`config.mk`:
```
export PLATFORM = sky130hd
export DESIGN_NAME = pipeline_hazard_unit
export DESIGN_NICKNAME = d
export VERILOG_FILES = /design/src/rtl/hazard_pkg.sv /design/src/rtl/pipeline_hazard_unit_slot_match.sv /design/src/rtl/pipeline_hazard_unit.sv
export SDC_FILE = /design/constraint.sdc
export NUM_CORES = 1
export LEC_CHECK = 0
export ABC_AREA = 1
export BUFFER_PORTS_ARGS = -buffer_cell sky130_fd_sc_hd__buf_2
export CAP_MARGIN = 5
export CORE_MARGIN = 10
export CORE_UTILIZATION = 52
export CTS_BUF_LIST = sky130_fd_sc_hd__clkbuf_4
export CTS_CLUSTER_DIAMETER = 50
export DETAILED_ROUTE_END_ITERATION = 16
export GPL_TIMING_DRIVEN = 0
export PLACE_DENSITY = 0.89
export SYNTH_ARGS = -nofsm -noshare
export SYNTH_HDL_FRONTEND = slang
export SYNTH_SLANG_ARGS = --single-unit
```
`constraint.sdc`:
```
create_clock -name clk -period 1.4 [get_ports clk]
set_clock_uncertainty 0.15 [all_clocks]
set_input_delay 0.14 -clock clk [delete_from_list [all_inputs] [get_ports clk]]
set_output_delay 0.14 -clock clk [all_outputs]
set_load 0.03 [all_outputs]
```
`src/rtl/hazard_pkg.sv`:
```
// Shared types for the hazard unit: in-flight slot record and operand-mux select codes.
package hazard_pkg;

  localparam int unsigned REG_ADDR_WIDTH = 5;

  typedef struct packed {
    logic                      valid;
    logic [REG_ADDR_WIDTH-1:0] rd;
    logic                      reg_write;
    logic                      mem_read;
  } hazard_slot_t;

  // Encodings follow the EX operand-mux input order.
  typedef enum logic [1:0] {
    FWD_REGFILE = 2'd0,
    FWD_MEM     = 2'd1,
    FWD_WB      = 2'd2,
    FWD_RETIRED = 2'd3
  } fwd_sel_e;

endpackage

```
`src/rtl/pipeline_hazard_unit_slot_match.sv`:
```
// True when one in-flight slot will write a given architectural register (x0 never matches).
module slot_match
  import hazard_pkg::*;
(
  input  hazard_slot_t              slot,
  input  logic [REG_ADDR_WIDTH-1:0] reg_idx,
  output logic                      match
);

  // A slot produces r when it is a live register writer targeting a non-zero r.
  always_comb begin
    match = slot.valid && slot.reg_write && (slot.rd == reg_idx) && (slot.rd != '0);
  end

endmodule

```
`src/rtl/pipeline_hazard_unit.sv`:
```
// Tracks EX/MEM/WB/RET destination state; drives registered forwarding selects,
// the load-use stall and branch flush controls.
module pipeline_hazard_unit #(
  parameter int unsigned REG_ADDR_WIDTH = hazard_pkg::REG_ADDR_WIDTH,
  parameter int unsigned FWD_SEL_WIDTH  = 2
) (
  input  logic                      clk,
  input  logic                      reset_n,
  input  logic                      pipeline_enable,
  input  logic                      decode_valid,
  input  logic [REG_ADDR_WIDTH-1:0] decode_rs1,
  input  logic [REG_ADDR_WIDTH-1:0] decode_rs2,
  input  logic [REG_ADDR_WIDTH-1:0] decode_rd,
  input  logic                      decode_uses_rs1,
  input  logic                      decode_uses_rs2,
  input  logic                      decode_reg_write,
  input  logic                      decode_mem_read,
  input  logic                      branch_taken,
  output logic [FWD_SEL_WIDTH-1:0]  fwd_sel_rs1,
  output logic [FWD_SEL_WIDTH-1:0]  fwd_sel_rs2,
  output logic                      stall_fetch_decode,
  output logic                      flush_decode,
  output logic                      flush_execute
);

  import hazard_pkg::*;

  hazard_slot_t ex_q, ex_d, mem_q, mem_d, wb_q, wb_d, ret_q, ret_d;
  fwd_sel_e     fwd_sel_rs1_q, fwd_sel_rs1_d, fwd_sel_rs2_q, fwd_sel_rs2_d;

  logic ex_rs1, ex_rs2, mem_rs1, mem_rs2, wb_rs1, wb_rs2;
  logic load_use;

  // Current EX/MEM/WB become next MEM/WB/RET, so they map to codes 1/2/3.
  slot_match u_ex_rs1  (.slot(ex_q),  .reg_idx(decode_rs1), .match(ex_rs1));
  slot_match u_ex_rs2  (.slot(ex_q),  .reg_idx(decode_rs2), .match(ex_rs2));
  slot_match u_mem_rs1 (.slot(mem_q), .reg_idx(decode_rs1), .match(mem_rs1));
  slot_match u_mem_rs2 (.slot(mem_q), .reg_idx(decode_rs2), .match(mem_rs2));
  slot_match u_wb_rs1  (.slot(wb_q),  .reg_idx(decode_rs1), .match(wb_rs1));
  slot_match u_wb_rs2  (.slot(wb_q),  .reg_idx(decode_rs2), .match(wb_rs2));

  // Hazard controls: branch overrides the load-use stall; everything is quiet while disabled.
  always_comb begin
    load_use = decode_valid && ex_q.mem_read &&
               ((decode_uses_rs1 && ex_rs1) || (decode_uses_rs2 && ex_rs2));
    stall_fetch_decode = pipeline_enable && load_use && !branch_taken;
    flush_decode       = pipeline_enable && branch_taken;
    flush_execute      = pipeline_enable && (load_use || branch_taken);
  end

  // Slot shift and forwarding-select computation for the instruction entering EX.
  always_comb begin
    ex_d          = ex_q;
    mem_d         = mem_q;
    wb_d          = wb_q;
    ret_d         = ret_q;
    fwd_sel_rs1_d = fwd_sel_rs1_q;
    fwd_sel_rs2_d = fwd_sel_rs2_q;
    if (pipeline_enable) begin
      ret_d         = wb_q;
      wb_d          = mem_q;
      mem_d         = ex_q;
      ex_d          = '0;
      fwd_sel_rs1_d = FWD_REGFILE;
      fwd_sel_rs2_d = FWD_REGFILE;
      if (decode_valid && !load_use && !branch_taken) begin
        ex_d.valid     = 1'b1;
        ex_d.rd        = decode_rd;
        ex_d.reg_write = decode_reg_write;
        ex_d.mem_read  = decode_mem_read;
        // Youngest producer wins: MEM > WB > RET > regfile.
        if (decode_uses_rs1) begin
          if (ex_rs1)       fwd_sel_rs1_d = FWD_MEM;
          else if (mem_rs1) fwd_sel_rs1_d = FWD_WB;
          else if (wb_rs1)  fwd_sel_rs1_d = FWD_RETIRED;
        end
        if (decode_uses_rs2) begin
          if (ex_rs2)       fwd_sel_rs2_d = FWD_MEM;
          else if (mem_rs2) fwd_sel_rs2_d = FWD_WB;
          else if (wb_rs2)  fwd_sel_rs2_d = FWD_RETIRED;
        end
      end
    end
  end

  // State registers; reset discards every in-flight slot immediately.
  always_ff @(posedge clk or negedge reset_n) begin
    if (!reset_n) begin
      ex_q          <= '0;
      mem_q         <= '0;
      wb_q          <= '0;
      ret_q         <= '0;
      fwd_sel_rs1_q <= FWD_REGFILE;
      fwd_sel_rs2_q <= FWD_REGFILE;
    end else begin
      ex_q          <= ex_d;
      mem_q         <= mem_d;
      wb_q          <= wb_d;
      ret_q         <= ret_d;
      fwd_sel_rs1_q <= fwd_sel_rs1_d;
      fwd_sel_rs2_q <= fwd_sel_rs2_d;
    end
  end

  assign fwd_sel_rs1 = fwd_sel_rs1_q;
  assign fwd_sel_rs2 = fwd_sel_rs2_q;

endmodule

```
Yosys cells after proc, flatten, opt, wreduce, memory -nomap -nowiden
Cells that the tools add are included.

storage, ports and cells
  input port bits = 24
  bits in registers = 26
  logic and storage cells = 61

cells by class
  equality and inequality tests = 6
  multiplexer cells = 11
  reductions and logical operators = 32

operators by type and width
  operator             count
  5-bit equality test  6
  1-bit logical AND    25
  2-bit 2-to-1 mux     10
  5-bit nonzero test   3
  8-bit 2-to-1 mux     1
  1-bit zero test      2
  1-bit logical OR     2

Depth between registers and ports, before layout
Gate-level depths: netlist of the first run.

  word-level depth = 10
  gate-level depth with buffers = 10

By module
From an unflattened synthesis of the first run, not the netlist that was laid out.

second synthesis, totals
  cell total of the unflattened synthesis = 336
  area total of the unflattened synthesis = 1973.1 um2

modules (own cells, without submodules)
  module                cells each  area each (um2)  times used
  pipeline_hazard_unit  144         1184.9           1
  slot_match            32          131.4            6

Worst setup path after synthesis of the first run
Ideal clock, no wire load.

  kind = register -> output
  start = register ex_q[4] (netlist name)
  end = output stall_fetch_decode
  stages on the path, launching flop included = 9
  slack = -0.396 ns
  path buffers = 1
  data arrival time = 1.506 ns
  data required time = 1.110 ns
  cells stage by stage = dfrtp_1 -> xnor2_1 -> nand2_1 -> nor2_2 -> nand3_2 -> nand2_2 -> nand2_4 -> buf_6 -> nor3_2

between the ends
  word-level cells in the longest chain between the ends = 8

ends and longest elaborated chain
  element                              RTL line                               RTL
  start: declaration                   pipeline_hazard_unit.sv:28             hazard_slot_t ex_q, ex_d, mem_q, mem_d, wb_q, wb_d, ret_q, ret_d;
  start signal: assignment             pipeline_hazard_unit.sv:89             ex_q <= '0;
  start signal: assignment             pipeline_hazard_unit.sv:96             ex_q <= ex_d;
  5-bit equality test                  pipeline_hazard_unit_slot_match.sv:12  match = slot.valid && slot.reg_write && (slot.rd == reg_idx) && (slot.rd != '0);
  1-bit logical AND (2 in series)      pipeline_hazard_unit_slot_match.sv:12
  1-bit logical AND                    pipeline_hazard_unit.sv:45             ((decode_uses_rs1 && ex_rs1) || (decode_uses_rs2 && ex_rs2));
  1-bit logical OR (*)                 pipeline_hazard_unit.sv:45
  1-bit logical AND (*)                pipeline_hazard_unit.sv:44             load_use = decode_valid && ex_q.mem_read &&
  1-bit logical AND (*) (2 in series)  pipeline_hazard_unit.sv:46             stall_fetch_decode = pipeline_enable && load_use && !branch_taken;
  end: declaration                     pipeline_hazard_unit.sv:21             output logic stall_fetch_decode,

Mark *: on every way between the ends. The rest lies on a longest branch, timed or not.

Worst setup path in the final report of the first run
  start = register ex_q[6] (netlist name)
  end = output stall_fetch_decode

Same word-level chain as after synthesis.

==> flow_summary.ini, run 1 <==
[sta]
slew_violations = 0
slew_headroom_pct = 60.34
min_period_over_period_pct = 153.8
fin_ws_ns = -0.7528
rsz0062_at_grt = yes
fmax_mhz = 464.5
worst_slew_pin_slew_ns = 0.5949
finalSetupTns_ns = -7.535
hold_viol_final = 0
holdWs_ns = 0.01269
fin_crit_ns = 2.153
setup_viol = 14

[route]
dr_total_vias = 2005
ant_nets = 0
routed_via_density = 5.585
dr.first_iter.drc_count = 266
drcViolationCount = 0
wl_mm = 5.626
drt-pass1-iter-count = 5
wl_per_cell_um = 15.67

[finish]
syn2layout_area_growth_pct = 34.49
drive_gt1_share_pct = 28.89
final_area_um2 = 2283
antenna_cells = 0
nFillCells = 225
nNetsFinal = 340
fin_cells = 359

[grt]
grt_pass1_wl_mm = 8.811
grt_pass1_vias = 1932
grt_use_met2_pct = 31.77
met1_usage_pct = 19.63
gr-total-overflow = 0
grt.busiest_layer = met2
grt_usage_pct = 17.78
grt_start_max_net_pins = 27
use_met3_pct = 3.380
antenna_found_initial = 0

[clocking]
clk_pin_slew_ns = 0.15
htreeDepth = 1
clock-sinks = 26
cts-root-buf = clkbuf_4
cts_buffer_depth = 2
clock_latency_ns = 0.34
cts_tree = done
numCtsBuffers = 3

[placed_design]
place_congestion = 0.9369
placed_area_um2 = 1908
post-place-ws_ns = -0.4862
io_buffers = 29
dp_hpwl_mm = 3.411
place_inst = 330

[yosys]
ys_ff_latch = 26
synthesis.nets = 281
synth.avg_cell_area_um2 = 6.607
synth_area_um2 = 1698
ys_seq_area_share_pct = 38.32
syn_inst = 257
synth_cell_types = 22
yosys.area.top_type = dfrtp_1
netlist_top_cells_area = dfrtp_1 (38%), nand2_1 (26%), inv_1 (5.5%)
yosys_warnings = 0
yosysTopAreaCellShare_pct = 38.32

[critical_path]
timing.rr.end = ex_q[4]
path_max_fanout = 4
required_ns = 1.11
ff2ff_path_depth = 12
startpoint = ex_q[6]
path_class = reg -> out
rrSetupSlack_ns = -0.62
r2r_start = ex_q[6]
crit_end = stall_fetch_decode
end_kind = primary output
start_kind = register
worstPathArrival_ns = 1.86

[hold_path]
hp-start = decode_uses_rs1
worstHoldPathType = in -> reg

[floorplan]
rows = 20
pin_count = 31
dieWidth_um = 77.14
die-area_um2 = 5951
dieHeight_um = 77.14
core_um2 = 3078
initial_core_util_pct = 55.16

[run_status]
violations = setup timing
status = finished with violations

[pwr]
powerDensity_nw_per_um2 = 706.4
ir_drop_v = 0.0005360
power_leakage_nw = 1.218

[job]
drv_cap = 0
[what timing repair did]
action,CTS,global route
pin swaps,6,8
hold buffers,11,0
gates resized for setup,18,13
endpoints found under the setup margin,14,14
setup buffers,9,5
gates cloned,1,0
hold endpoints to repair,38,0
[stage by stage]
stage                     util, %  power, mW
after CTS                   71.63      1.555
final                       74.19      1.613
after global placement      61.99      1.165
after global routing        74.19      1.678
after floorplan                 -      1.056
after detailed placement    61.99      1.177
[cell families (layout without fill, tap and decap cells)]
family,after synthesis,after routing,synth area share [%]
xor gates and xnor gates,8,8,4.127
AOI/OAI and AO/OA,19,19,5.822
buffers and inverters,37,95,8.769
and+or+nand+nor,167,167,42.96
DFF,26,26,38.32
[cell usage after synthesis (all sizes together)]
cell and number:
nand2 120, inv 31, dfrtp 26, nand3 22, nor2 21, o21ai 14, xnor2 8, a21oi 5
buf 4, clkbuf 2, nand4 2, nor3 1, nor3b 1
[how the worst min path moves through the flow]
| stage | end | cells past startpoint |
|---|---|---|
| 6_report | fwd_sel_rs1[1] | 5 |
| 5_1_grt | fwd_sel_rs2[1] | 5 |
| 4_1_cts | fwd_sel_rs2[1] | 5 |
| 3_5_place_dp | wb_q[7] | 1 |
| 3_3_place_gp | wb_q[7] | 1 |
| 2_1_floorplan | ex_q[0] | 0 |
[critical path, stage by stage (launching register included)]
cell and delay, ns:
dfrtp_2 0.50, xnor2_2 0.15, nand2_1 0.10, nor2_4 0.13, nand3_2 0.09, nand2_2 0.10, nand2_4 0.07, buf_8 0.12
nor3_4 0.11, buf_6 0.15
[placed cells by master (no fill, tap or decap), drive strengths merged]
| cell | n |
|---|---|
| clkinv | 1 |
| nand3 | 22 |
| dfrtp | 26 |
| dlygate4sd3 | 11 |
| inv | 31 |
| xnor2 | 8 |
| nor3b | 1 |
| nand2 | 120 |
| o21ai | 14 |
| clkbuf | 5 |
| a21oi | 5 |
| nor3 | 1 |
| nor2 | 21 |
| buf | 47 |
| nand4 | 2 |
[report_power, final]
part	internal, mW	leakage (nW)	switching, mW
clock	0.105	0.0154	0.250
sequential	0.797	0.345	0.0548
combinational	0.164	0.857	0.242
total	1.07	1.22	0.547
[area by class of cell]
type / instances / area [µm²] / area share [%]
plain buffers: 6 / 36.28 / 1.589
clock buffers: 3 / 22.52 / 0.9863
clock inverters: 1 / 3.754 / 0.1644
inverters: 31 / 116.4 / 5.096
multi-input cells: 194 / 989.7 / 43.34
flip-flops and latches: 26 / 655.6 / 28.71
well taps: 44 / 55.05 / 2.411
repair buffers: 54 / 404.1 / 17.70
[flip-flops by register name, indices dropped and copies added (netlist names)]
register     cells
mem_q            7
fwd_sel_rs1      2
wb_q             7
fwd_sel_rs2      2
ex_q             8
[layer usage]
metal  vias to the layer above  wire length (µm)  share of wire (%)
met1                       928              1941                 35
li1                        902                 -                  -
met2                       138              2818                 50
met4                         0               284                5.0
met5                         -                 0                  0
met3                        37               582                 10
(Power assumes the default switching activity.)
==> inputs of run 2 (changes only) <==
- RECOVER_POWER: default -> 25
==> run 2 against run 1 <==
Effect of this change:
- the run still ends with setup timing left
- via count hardly changed
- setup slack about the same
- routed wire length hardly changed
- final cell count stayed put
- register-to-register slack hardly changed
- utilization is the same
- critical endpoint unchanged
- combinational power barely moved
- clock-buffer cell count did not move
- highest routed layer unchanged
- flip-flop and latch count is the same
- sequential share of layout area unchanged
- worst hold slack unchanged
==> flow_summary.ini, run 2 (synthesis results as in run 1) <==
[grt]
grt_usage_pct = 17.78
antenna_found_initial = 0
grt_pass1_vias = 1932
grt_pass1_wl_mm = 8.811
gr-total-overflow = 0
grt_start_max_net_pins = 27

[finish]
final_util_pct = 74.19
fin_cells = 359
syn2layout_area_growth_pct = 34.49
drive_gt1_share_pct = 28.89
nFillCells = 225
largest_register_ffs = 8
regMostFlops = ex_q
reg_top3 = ex_q (8), mem_q (7), wb_q (7)
nNetsFinal = 340
layout_common_cells = nand2_1 (114), buf_2 (28), inv_1 (25)
final_common_cell = nand2_1
antenna_cells = 0

[critical_path]
startpoint = ex_q[6]
path_class = reg -> out
r2r_start = ex_q[6]
path_max_fanout = 4
end_kind = primary output
worstPathArrival_ns = 1.86
start_kind = register
required_ns = 1.11

[sta]
holdWs_ns = 0.01269
hold_viol_final = 0
fin_crit_ns = 2.153
setup_viol = 14
fin_ws_ns = -0.7527
fmax_mhz = 464.5
min_period_over_period_pct = 153.8
slew_violations = 0
slew_headroom_pct = 55.87
rsz0062_at_grt = yes
worst_slew_pin_slew_ns = 0.6620

[floorplan]
core_um2 = 3078
rows = 20
pin_count = 31
initial_core_util_pct = 55.16
die-area_um2 = 5951
dieWidth_um = 77.14
dieHeight_um = 77.14

[clocking]
cts-root-buf = clkbuf_4
cts_tree = done
clock-sinks = 26
clock_latency_ns = 0.34
cts_buffer_depth = 2
numCtsBuffers = 3
clk_pin_slew_ns = 0.15
htreeDepth = 1

[run_status]
violations = setup timing
status = finished with violations

[hold_path]
worstHoldPathType = in -> reg
hp-start = decode_uses_rs1

[route]
drcViolationCount = 0
wl_mm = 5.627
dr_total_vias = 2004
drt-pass1-iter-count = 5
wl_per_cell_um = 15.67
dr.first_iter.drc_count = 266
routed_via_density = 5.582
ant_nets = 0

[job]
drv_cap = 0

[placed_design]
post-place-ws_ns = -0.4862
dp_hpwl_mm = 3.411
place_inst = 330
io_buffers = 29
place_congestion = 0.9369

[pwr]
ir_drop_v = 0.0005358
power_leakage_nw = 1.218
power.total_mw = 1.613
powerDensity_nw_per_um2 = 706.4
-- run 2: stage by stage --
step                instance area (µm²)  setup TNS [ns]
global route                       2283          -8.607
global placement                   1908          -3.333
floorplan                          1708          -1.139
CTS                                2205          -6.120
detailed placement                 1908          -3.672
finish                             2283          -7.534
-- run 2: layout make-up --
| cell class | instances | area, µm² | share of cell area (%) |
|---|---|---|---|
| multi-input cells | 194 | 989.7 | 43.34 |
| clock inverters | 1 | 3.754 | 0.1644 |
| repair buffers | 54 | 404.1 | 17.70 |
| plain buffers | 6 | 36.28 | 1.589 |
| clock buffers | 3 | 22.52 | 0.9863 |
| flip-flops and latches | 26 | 655.6 | 28.71 |
| well taps | 44 | 55.05 | 2.411 |
| inverters | 31 | 116.4 | 5.096 |
-- run 2: where the power goes --
| part | internal (mW) | switching [mW] |
|---|---|---|
| Sequential | 0.797 | 0.0547 |
| Clock | 0.105 | 0.250 |
| Combinational | 0.163 | 0.242 |
| Total | 1.07 | 0.547 |
-- run 2: path summary, 6_finish.rpt --
check / end / slack [ns] / depth (start not counted)
setup / recovery: stall_fetch_decode / -0.75 / 9
hold / removal: fwd_sel_rs1[1] / 0.01 / 5
setup reg to reg: ex_q[4] / -0.62 / 12
hold reg to reg: wb_q[1] / 0.35 / 2
max in group asynchronous: ex_q[4] / 0.45 / 2
min in group asynchronous: wb_q[7] / 0.18 / 2
-- run 2: critical path: stages (launching register included) --
cell and delay [ns]:
dfrtp_2 0.50, xnor2_2 0.15, nand2_1 0.10, nor2_4 0.13, nand3_2 0.09, nand2_2 0.10
nand2_4 0.07, buf_8 0.12, nor3_4 0.11, buf_6 0.15
-- run 2: what timing repair did --
item,4_1_cts,5_1_grt
buffers inserted,9,5
endpoints found under the setup margin,14,14
gates resized for setup,18,13
hold buffers,11,0
pin swaps,6,8
gates cloned,1,0
hold endpoints to repair,38,0
-- run 2: routing by layer --
metal / track usage [%] / vias to the layer above / wire length (µm)
li1: - / 902 / -
met1: 19.63 / 928 / 1946
met2: 31.77 / 137 / 2819
met3: 3.380 / 37 / 577
met4: 8.394 / 0 / 284
met5: 0 / - / 0
